==> config.mk <==
export PLATFORM = sky130hd
export DESIGN_NAME = shift_in_param
export DESIGN_NICKNAME = d
export VERILOG_FILES = /design/src/rtl/shift_in_param.sv
export SDC_FILE = /design/constraint.sdc
export NUM_CORES = 1
export LEC_CHECK = 0
export ABC_AREA = 1
export BUFFER_PORTS_ARGS = -buffer_cell sky130_fd_sc_hd__buf_2
export CAP_MARGIN = 30
export CORE_MARGIN = 1
export CORE_UTILIZATION = 54
export CTS_BUF_LIST = sky130_fd_sc_hd__clkbuf_8
export DETAILED_ROUTE_END_ITERATION = 10
export PLACE_DENSITY = 0.78
export SLEW_MARGIN = 20
export SYNTH_ARGS = -nofsm -noshare
export SYNTH_HDL_FRONTEND = slang
export SYNTH_SLANG_ARGS = --single-unit
==> constraint.sdc <==
create_clock -name clk -period 1.77 [get_ports clk]
set_input_delay 0.2655 -clock clk [delete_from_list [all_inputs] [get_ports clk]]
set_output_delay 0.2655 -clock clk [all_outputs]
set_load 0.1 [all_outputs]
==> src/rtl/shift_in_param.sv <==
// Serial-to-parallel receiver: edge-started word capture with abort/restart.
// Optional even-parity bit after the data word when SHIFT_IN_PARITY_EN is defined.
module shift_in_param #(
  parameter int WIDTH     = 12,
  parameter bit MSB_FIRST = 1'b1
) (
  input  logic                       clk,
  input  logic                       reset,
  input  logic                       x_in,
  input  logic                       sx,
  output logic [WIDTH-1:0]           x_parallel,
  output logic                       fx,
  output logic                       busy,
`ifdef SHIFT_IN_PARITY_EN
  output logic                       parity_err,
`endif
  output logic [$clog2(WIDTH+1)-1:0] count
);

  localparam int CW = $clog2(WIDTH+1);
  localparam logic [CW-1:0] LAST = CW'(WIDTH-1);
  localparam logic [CW-1:0] FULL = CW'(WIDTH);
  localparam logic [CW-1:0] ONE  = CW'(1);

  localparam logic [1:0] IDLE   = 2'd0;
  localparam logic [1:0] SHIFT  = 2'd1;
  localparam logic [1:0] DONE   = 2'd2;
`ifdef SHIFT_IN_PARITY_EN
  localparam logic [1:0] PARITY = 2'd3;
`endif

  logic [1:0]       state;
  logic [WIDTH-1:0] sr;
  logic [WIDTH-1:0] sr_next;
  logic             sx_d;
  logic             start;

  assign start = sx & ~sx_d;

  // Next shift-register value; first bit ends up at the end chosen by MSB_FIRST.
  always_comb begin
    sr_next = sr;
    if (MSB_FIRST)
      sr_next = {sr[WIDTH-2:0], x_in};
    else
      sr_next = {x_in, sr[WIDTH-1:1]};
  end

  // Word sequencer; a start edge always restarts the word from scratch.
  always_ff @(posedge clk) begin
    if (!reset) begin
      state      <= IDLE;
      sr         <= '0;
      x_parallel <= '0;
      count      <= '0;
      fx         <= 1'b0;
      busy       <= 1'b0;
      sx_d       <= 1'b1;
`ifdef SHIFT_IN_PARITY_EN
      parity_err <= 1'b0;
`endif
    end else begin
      sx_d <= sx;
      case (state)
        IDLE, DONE: begin
          if (start) begin
            state <= SHIFT;
            sr    <= '0;
            count <= '0;
            busy  <= 1'b1;
            fx    <= 1'b0;
          end
        end
        SHIFT: begin
          if (start) begin
            sr    <= '0;
            count <= '0;
          end else if (count == LAST) begin
            count <= FULL;
`ifdef SHIFT_IN_PARITY_EN
            sr    <= sr_next;
            state <= PARITY;
`else
            sr         <= '0;
            x_parallel <= sr_next;
            fx         <= 1'b1;
            busy       <= 1'b0;
            state      <= DONE;
`endif
          end else begin
            sr    <= sr_next;
            count <= count + ONE;
          end
        end
`ifdef SHIFT_IN_PARITY_EN
        PARITY: begin
          if (start) begin
            sr    <= '0;
            count <= '0;
            state <= SHIFT;
          end else begin
            x_parallel <= sr;
            parity_err <= ^{sr, x_in};
            sr         <= '0;
            fx         <= 1'b1;
            busy       <= 1'b0;
            state      <= DONE;
          end
        end
`endif
        default: begin
          state <= IDLE;
          sr    <= '0;
          count <= '0;
          fx    <= 1'b0;
          busy  <= 1'b0;
        end
      endcase
    end
  end

endmodule

==> summary.txt, run 1 <==
Outcome
  – Outcome: complete, no violations

Clock tree
  – Clock slew at reported path FFs: 0.06 ns
  – Later-pin clock latency in the skew report: approximately 0.27 ns
  – Root buffer cell: clkbuf_8
  – Htree depth: 2
  – Clock sink count: 31
  – Post-cts resize count: 0
  – Max clock buf depth: 2
  – CTS tree: built
  – # Post-CTS Setup Buffers: 0
  – Number of buffers created by CTS: 5
  – Cts hold-fix bufs: 0

Logic synthesis
  – Synth area leader: dfxtp_1
  – Post-Syn Instances: roughly 150
  – Ys flop type: dfxtp_1
  – Area share of fa/ha/maj cells after synthesis: 1.03%
  – Unique masters post-synth: 22
  – Main combinational cell family by area after synthesis: simple AND/OR/NAND/NOR gates
  – Synth Area in XOR/XNOR: less than 1%
  – Most frequent cell after synthesis: nand2_1
  – Post-synthesis mux area share: 0%
  – Number of enable flip-flop cells after synthesis: 0
  – Post-synthesis instance area: 0.00122 mm²
  – Post-synth top cells: nand2_1 (35), dfxtp_1 (31), nor2_1 (27), a21oi_1 (15), o21ai_0 (12)
  – Top-area cell type share of the netlist area: slightly above 50%
  – Post-synthesis compound-gate area fraction: 13.7%
  – Avg Inst Size Synth: just under 8 µm²
  – Post-Synth Simple-Gate Area: about 26%
  – #FFs+latches synth: 31
  – Top cells by area, synth: dfxtp_1 (51%), nand2_1 (11%), nor2_1 (8.3%)
  – Synth Warn #: 0
  – Post-synth ARST share: 0%
  – Sequential area share after synthesis: around 50%
  – Syn nets: 159

Timing
  – Worst-margin pin slew: 0.493 ns
  – Worst relative slew slack: 67.4%
  – Hold WS: roughly 0.21 ns
  – Fmax: between 700 and 800 MHz
  – Setup TNS Final: 0 ns
  – Final Hold Viols: 0
  – Post-route minimum period: around 1.4 ns
  – Clk_skew: ~0.0035 ns
  – Slew Viols, Final: 0
  – Worst setup margin: 0.347 ns
  – Endpoints failing setup: 0
  – Final Cycle Share: 80.4%
  – RSZ-0062 raised after global routing: false

Route
  – Via density: ~5
  – Final wirelength: ~2300 µm
  – Final ANT Viol Nets: 0
  – Pre-Repair DR Iteration Count: 4
  – Vias: roughly 1000
  – Initial drt markers: 9
  – Routed WL per cell: between 10 and 15 µm
  – DRC viols: 0

Worst setup path
  – CP Capture Point: x_parallel[9]
  – Critical Path, Cell by Cell: ha_1 > nand3_2 > nor2_4 > inv_2 > nor2_1 > nor2_1
  – Crit path arrival time: about 1.6 ns
  – Worst setup path start: count[0]
  – Crit-path most repeated cell: nor2_1
  – Cells on worst reg2reg path: 6
  – CP max-delay cell: dfxtp_2
  – CP Max Fanout: 13
  – Worst r2r src: count[0]
  – Worst EP required: about 1.9 ns
  – Crit Reg-Reg Endpoint: x_parallel[9]
  – R2r setup slk: 0.35 ns
  – CP max stage delay: approximately 0.36 ns
  – Crit end category: register
  – Critical path class: register to register
  – Crit start category: register

Power and ir drop
  – Pwr per Cell Area: 910 mW/mm²
  – Max IR drop VDD: roughly 660 µV
  – Leak: ~0.67 nW

Floorplanning
  – Cell Rows: 16
  – # IOs: 22
  – Die Footprint: between 0.002 and 0.0025 mm²
  – Initial core utilization: between 50% and 60%
  – Floorplan Core Area: 0.00204 mm²
  – Die W: 49.5 µm
  – Die height: ~50 µm

Placement
  – Dpl cells: a little under 200
  – Placement Setup Slack: 0.350 ns
  – Area after DPL: around 0.0013 mm²
  – Routability cong.: between 0.7 and 0.8
  – DP Wirelength: approximately 1600 µm
  – Port Buffers: 21

Global routing
  – Antenna violations before repair: 0
  – Total grt overflow: 0
  – Gr usage total: between 20 and 25%
  – Largest net degree at the start of global routing: 15
  – Vias in the first global route: about 940
  – First-pass GRT wire length: approximately 4000 µm

Hold path
  – Hold WC Path Type: input port to register

Finish
  – Filler instances: roughly 170
  – FF+latch area: 624 µm²
  – Post-Layout Cell Count: approximately 200
  – N_diodes: 0
  – Synthesis-to-layout area growth: 15.5%
  – Area of the multi-input gates: roughly 510 µm²
  – Nets: ~180
  – Post-route cell area: ~0.0014 mm²
  – Layout cells sized above 1: between 20% and 30%

Flow run
  – MaxCap Viol Count: 0
==> final cells by class <==
class                   count  share of cell area [%]
clock buffers               5                    4.88
clock inverters             1                   0.266
inverters                  12                    3.20
multi-input cells         105                    35.9
flip-flops and latches     31                    44.3
well taps                  27                    2.40
repair buffers             24                    9.06
==> critical path: cells and delay by family (launching register included) <==
kind	cells	cell delay, ns
flip-flops	1	0.36
adder cells (fa/ha/maj)	1	0.20
AND/OR/NAND/NOR	4	0.57
buffers and inverters	1	0.17
==> placed cells by master, fill, tap and decap left out, types with 2 or more instances in the layout <==
cell type,n
buf_2,21
nor2_1,27
nor2_4,3
a21oi_1,15
buf_4,3
nand2_2,2
clkbuf_8,5
dfxtp_1,28
inv_1,9
nand2_1,35
dfxtp_2,3
o21ai_0,12
inv_2,3
a21oi_2,2
nand3_1,2
==> power breakdown <==
part | internal (mW) | switching, mW | total (mW)
registers | 0.705 | 0.00523 | 0.711
logic | 0.0229 | 0.0681 | 0.0910
clock network | 0.255 | 0.225 | 0.481
==> logic make-up after synthesis <==
family / after synthesis
AOI/OAI and AO/OA: 31
xor gates and xnor gates: 1
adders and majority gates: 1
buffers and inverters: 18
DFF: 31
and+or+nand+nor: 72
==> per-stage QoR <==
step	total power, mW	util (%)
2_1_floorplan	0.798	-
3_3_place_gp	0.816	65.4
3_5_place_dp	0.817	65.4
4_1_cts	1.29	69.0
5_1_grt	1.33	69.0
6_report	1.28	69.0
==> registers in the layout (all words and copies together) (netlist names) <==
register    cells
sx_d            1
busy            1
state           1
fx              1
x_parallel     12
sr             11
count           4
==> how the worst min path moves through the flow <==
stage                     start  endpoint  slack, ns  cells after the start
after floorplan              sx      sx_d       0.36                      2
after global placement     busy      busy       0.45                      2
after detailed placement   busy      busy       0.46                      2
after CTS                    sx      sx_d       0.21                      3
after global routing         sx      sx_d       0.24                      3
final                        sx      sx_d       0.21                      3
==> routing by layer <==
layer / vias up / routed length [µm] / track usage (%)
li1: 532 / - / -
met1: 470 / 1050 / 24.9
met2: 17 / 1120 / 36.0
met3: 5 / 87 / 5.56
met4: 0 / 47 / 11.9
met5: - / 0 / 0
Power figures use the tool's default switching activity.
==> run 2, diff against run 1 <==
==> constraint.sdc (replaced) <==
create_clock -name clk -period 1.4 [get_ports clk]
set_input_delay 0.21 -clock clk [delete_from_list [all_inputs] [get_ports clk]]
set_output_delay 0.21 -clock clk [all_outputs]
set_load 0.1 [all_outputs]
==> summary.txt, run 2 (same netlist as run 1, synthesis figures left out) <==
Power and ir drop
  – Leak: 0.704 nW (+5.3%)
  – Pwr per Cell Area: 1130 mW/mm² (+24%)
  – Max IR drop VDD: 969 µV (+46%)

Placement
  – Port Buffers: 21 (unchanged)
  – DP Wirelength: 1820 µm (+12%)
  – Dpl cells: 199 (unchanged)
  – Routability cong.: 0.798 (+2.4%)
  – Placement Setup Slack: 0.0869 ns (-0.263 ns)
  – Area after DPL: 0.00136 mm² (+1.9%)

Floorplanning
  – Die Footprint: 0.00245 mm² (unchanged)
  – # IOs: 22 (unchanged)
  – Die W: 49.5 µm (unchanged)
  – Die height: 49.5 µm (unchanged)
  – Floorplan Core Area: 0.00204 mm² (unchanged)
  – Cell Rows: 16 (unchanged)
  – Initial core utilization: 59.7% (unchanged)

Flow run
  – MaxCap Viol Count: 0 (unchanged)

Finish
  – Post-Layout Cell Count: 211 (+2.9%)
  – Area of the multi-input gates: 518 µm² (+2.5%)
  – Commonest cells after routing, fill and taps aside: nand2_1 (35), nor2_1 (27), dfxtp_1 (26)
  – Post-route cell area: 0.00149 mm² (+5.4%)
  – Nets: 188 (+2.2%)
  – Layout cells sized above 1: 28.3% (+3.5 points)
  – FF+latch area: 637 µm² (+2.0%)
  – N_diodes: 0 (unchanged)
  – Commonest non-fill, non-tap cell in the layout: nand2_1
  – Largest regs: x_parallel: 12 flops, sr: 11 flops, count: 4 flops
  – Filler instances: 179 (+3.5%)
  – Synthesis-to-layout area growth: 21.7%
  – Largest Register: x_parallel
  – Max reg flops: 12 (unchanged)

Worst setup path
  – Crit path arrival time: 1.08 ns (-0.50 ns)
  – Crit start category: register
  – CP max stage delay: 0.42 ns (+0.06 ns)
  – Crit end category: output port
  – Crit path depth: 1 (-5)
  – CP max-delay cell: buf_2
  – Critical path class: register to output port
  – Crit path max-delay family: buffers and inverters
  – Worst EP required: 1.19 ns (-0.74 ns)
  – Critical Path, Cell by Cell: buf_2
  – CP Max Fanout: 5 (-8)
  – CP Buf/Inv Count: 1 (unchanged)
  – Cells on worst reg2reg path: 6 (unchanged)

Timing
  – Worst setup margin: 0.107 ns (-0.240 ns)
  – Post-route minimum period: roughly 1.3 ns
  – Setup TNS Final: 0 ns (unchanged)
  – Slew Viols, Final: 0 (unchanged)
  – Worst relative slew slack: 67.1% (-0.23 points)
  – Hold WS: 0.155 ns (-0.0560 ns)
  – Endpoints failing setup: 0 (unchanged)
  – Clk_skew: 0.00584 ns (+0.00232 ns)
  – Final Cycle Share: just over 90%
  – Final Hold Viols: 0 (unchanged)
  – Fmax: between 700 and 800 MHz
  – Worst-margin pin slew: 0.496 ns (+0.00345 ns)

Clock tree
  – CTS tree: built
  – Later-pin clock latency in the skew report: 0.28 ns (about the same)
  – Cts hold-fix bufs: 0 (unchanged)
  – # Post-CTS Setup Buffers: 0 (unchanged)
  – Max clock buf depth: 2 (unchanged)
  – Root buffer cell: clkbuf_8
  – Number of buffers created by CTS: 5 (unchanged)
  – Clock slew at reported path FFs: 0.07 ns (about the same)
  – Htree depth: 2 (unchanged)
  – Post-cts resize count: 0 (unchanged)
  – Clock sink count: 31 (unchanged)

Global routing
  – Largest net degree at the start of global routing: 16 (+1)
  – Total grt overflow: 0 (unchanged)
  – Vias in the first global route: 1084 (+15%)
  – Gr usage total: 25.1% (+3.6 points)
  – Antenna violations before repair: 0 (unchanged)
  – First-pass GRT wire length: 4640 µm (+17%)

Route
  – Pre-Repair DR Iteration Count: 4 (unchanged)
  – Initial drt markers: 32 (+23)
  – Vias: 1086 (+6.1%)
  – Final wirelength: 2700 µm (+17%)
  – Via density: 5.15 (+3.0%)
  – Routed WL per cell: 12.8 µm (+14%)
  – Final ANT Viol Nets: 0 (unchanged)
  – DRC viols: 0 (unchanged)

Hold path
  – Hold path depth: 3 (unchanged)
  – Hold WC Path Type: input port to register

Outcome
  – Outcome: complete, no violations
==> run 2: cell count changes in the layout (fill, tap and decap cells not counted), sizes merged <==
cell	before	now
inv	12	13
clkinv	1	2
buf	24	28
==> run 2: final timing paths <==
path,startpoint,to,slack (ns)
max,count[2],count[2],0.11
min,sx,sx_d,0.16
max reg2reg,count[0],x_parallel[0],0.12
min reg2reg,busy,busy,0.47
==> run 2: area by class of cell <==
type / count / area share (%)
clock buffers: 5 / 4.63
clock inverters: 3 / 0.842
inverters: 12 / 3.03
multi-input cells: 105 / 34.9
flip-flops and latches: 31 / 42.9
well taps: 27 / 2.27
repair buffers: 28 / 11.5
==> run 2: through the flow <==
stage	util, %	power, mW
after detailed placement	66.7	1.03
after global routing	72.7	1.73
after global placement	66.7	1.02
after floorplan	-	1.00
final	72.7	1.67
after CTS	70.6	1.67
==> run 2: metal layers <==
layer,part of all wire (%),GRT usage (%)
met1,41,28.5
met4,2.0,11.9
met5,0,0
met3,4.7,7.72
met2,52,42.6
==> run 2: worst register-to-register path, cell delays in order, from the launching register on <==
cell and delay (ns):
dfxtp_4 0.37, ha_4 0.14, nand3_2 0.12, nor2_4 0.20
buf_4 0.17, o21ai_0 0.09, nor2_1 0.12
==> run 2: power breakdown <==
group          switching (mW)  total, mW  leakage, nW  internal (mW)
Sequential            0.00802      0.893        0.254          0.885
Combinational          0.0899      0.125        0.400         0.0356
Clock                   0.320      0.653       0.0505          0.333
Total                   0.417       1.67        0.704           1.25
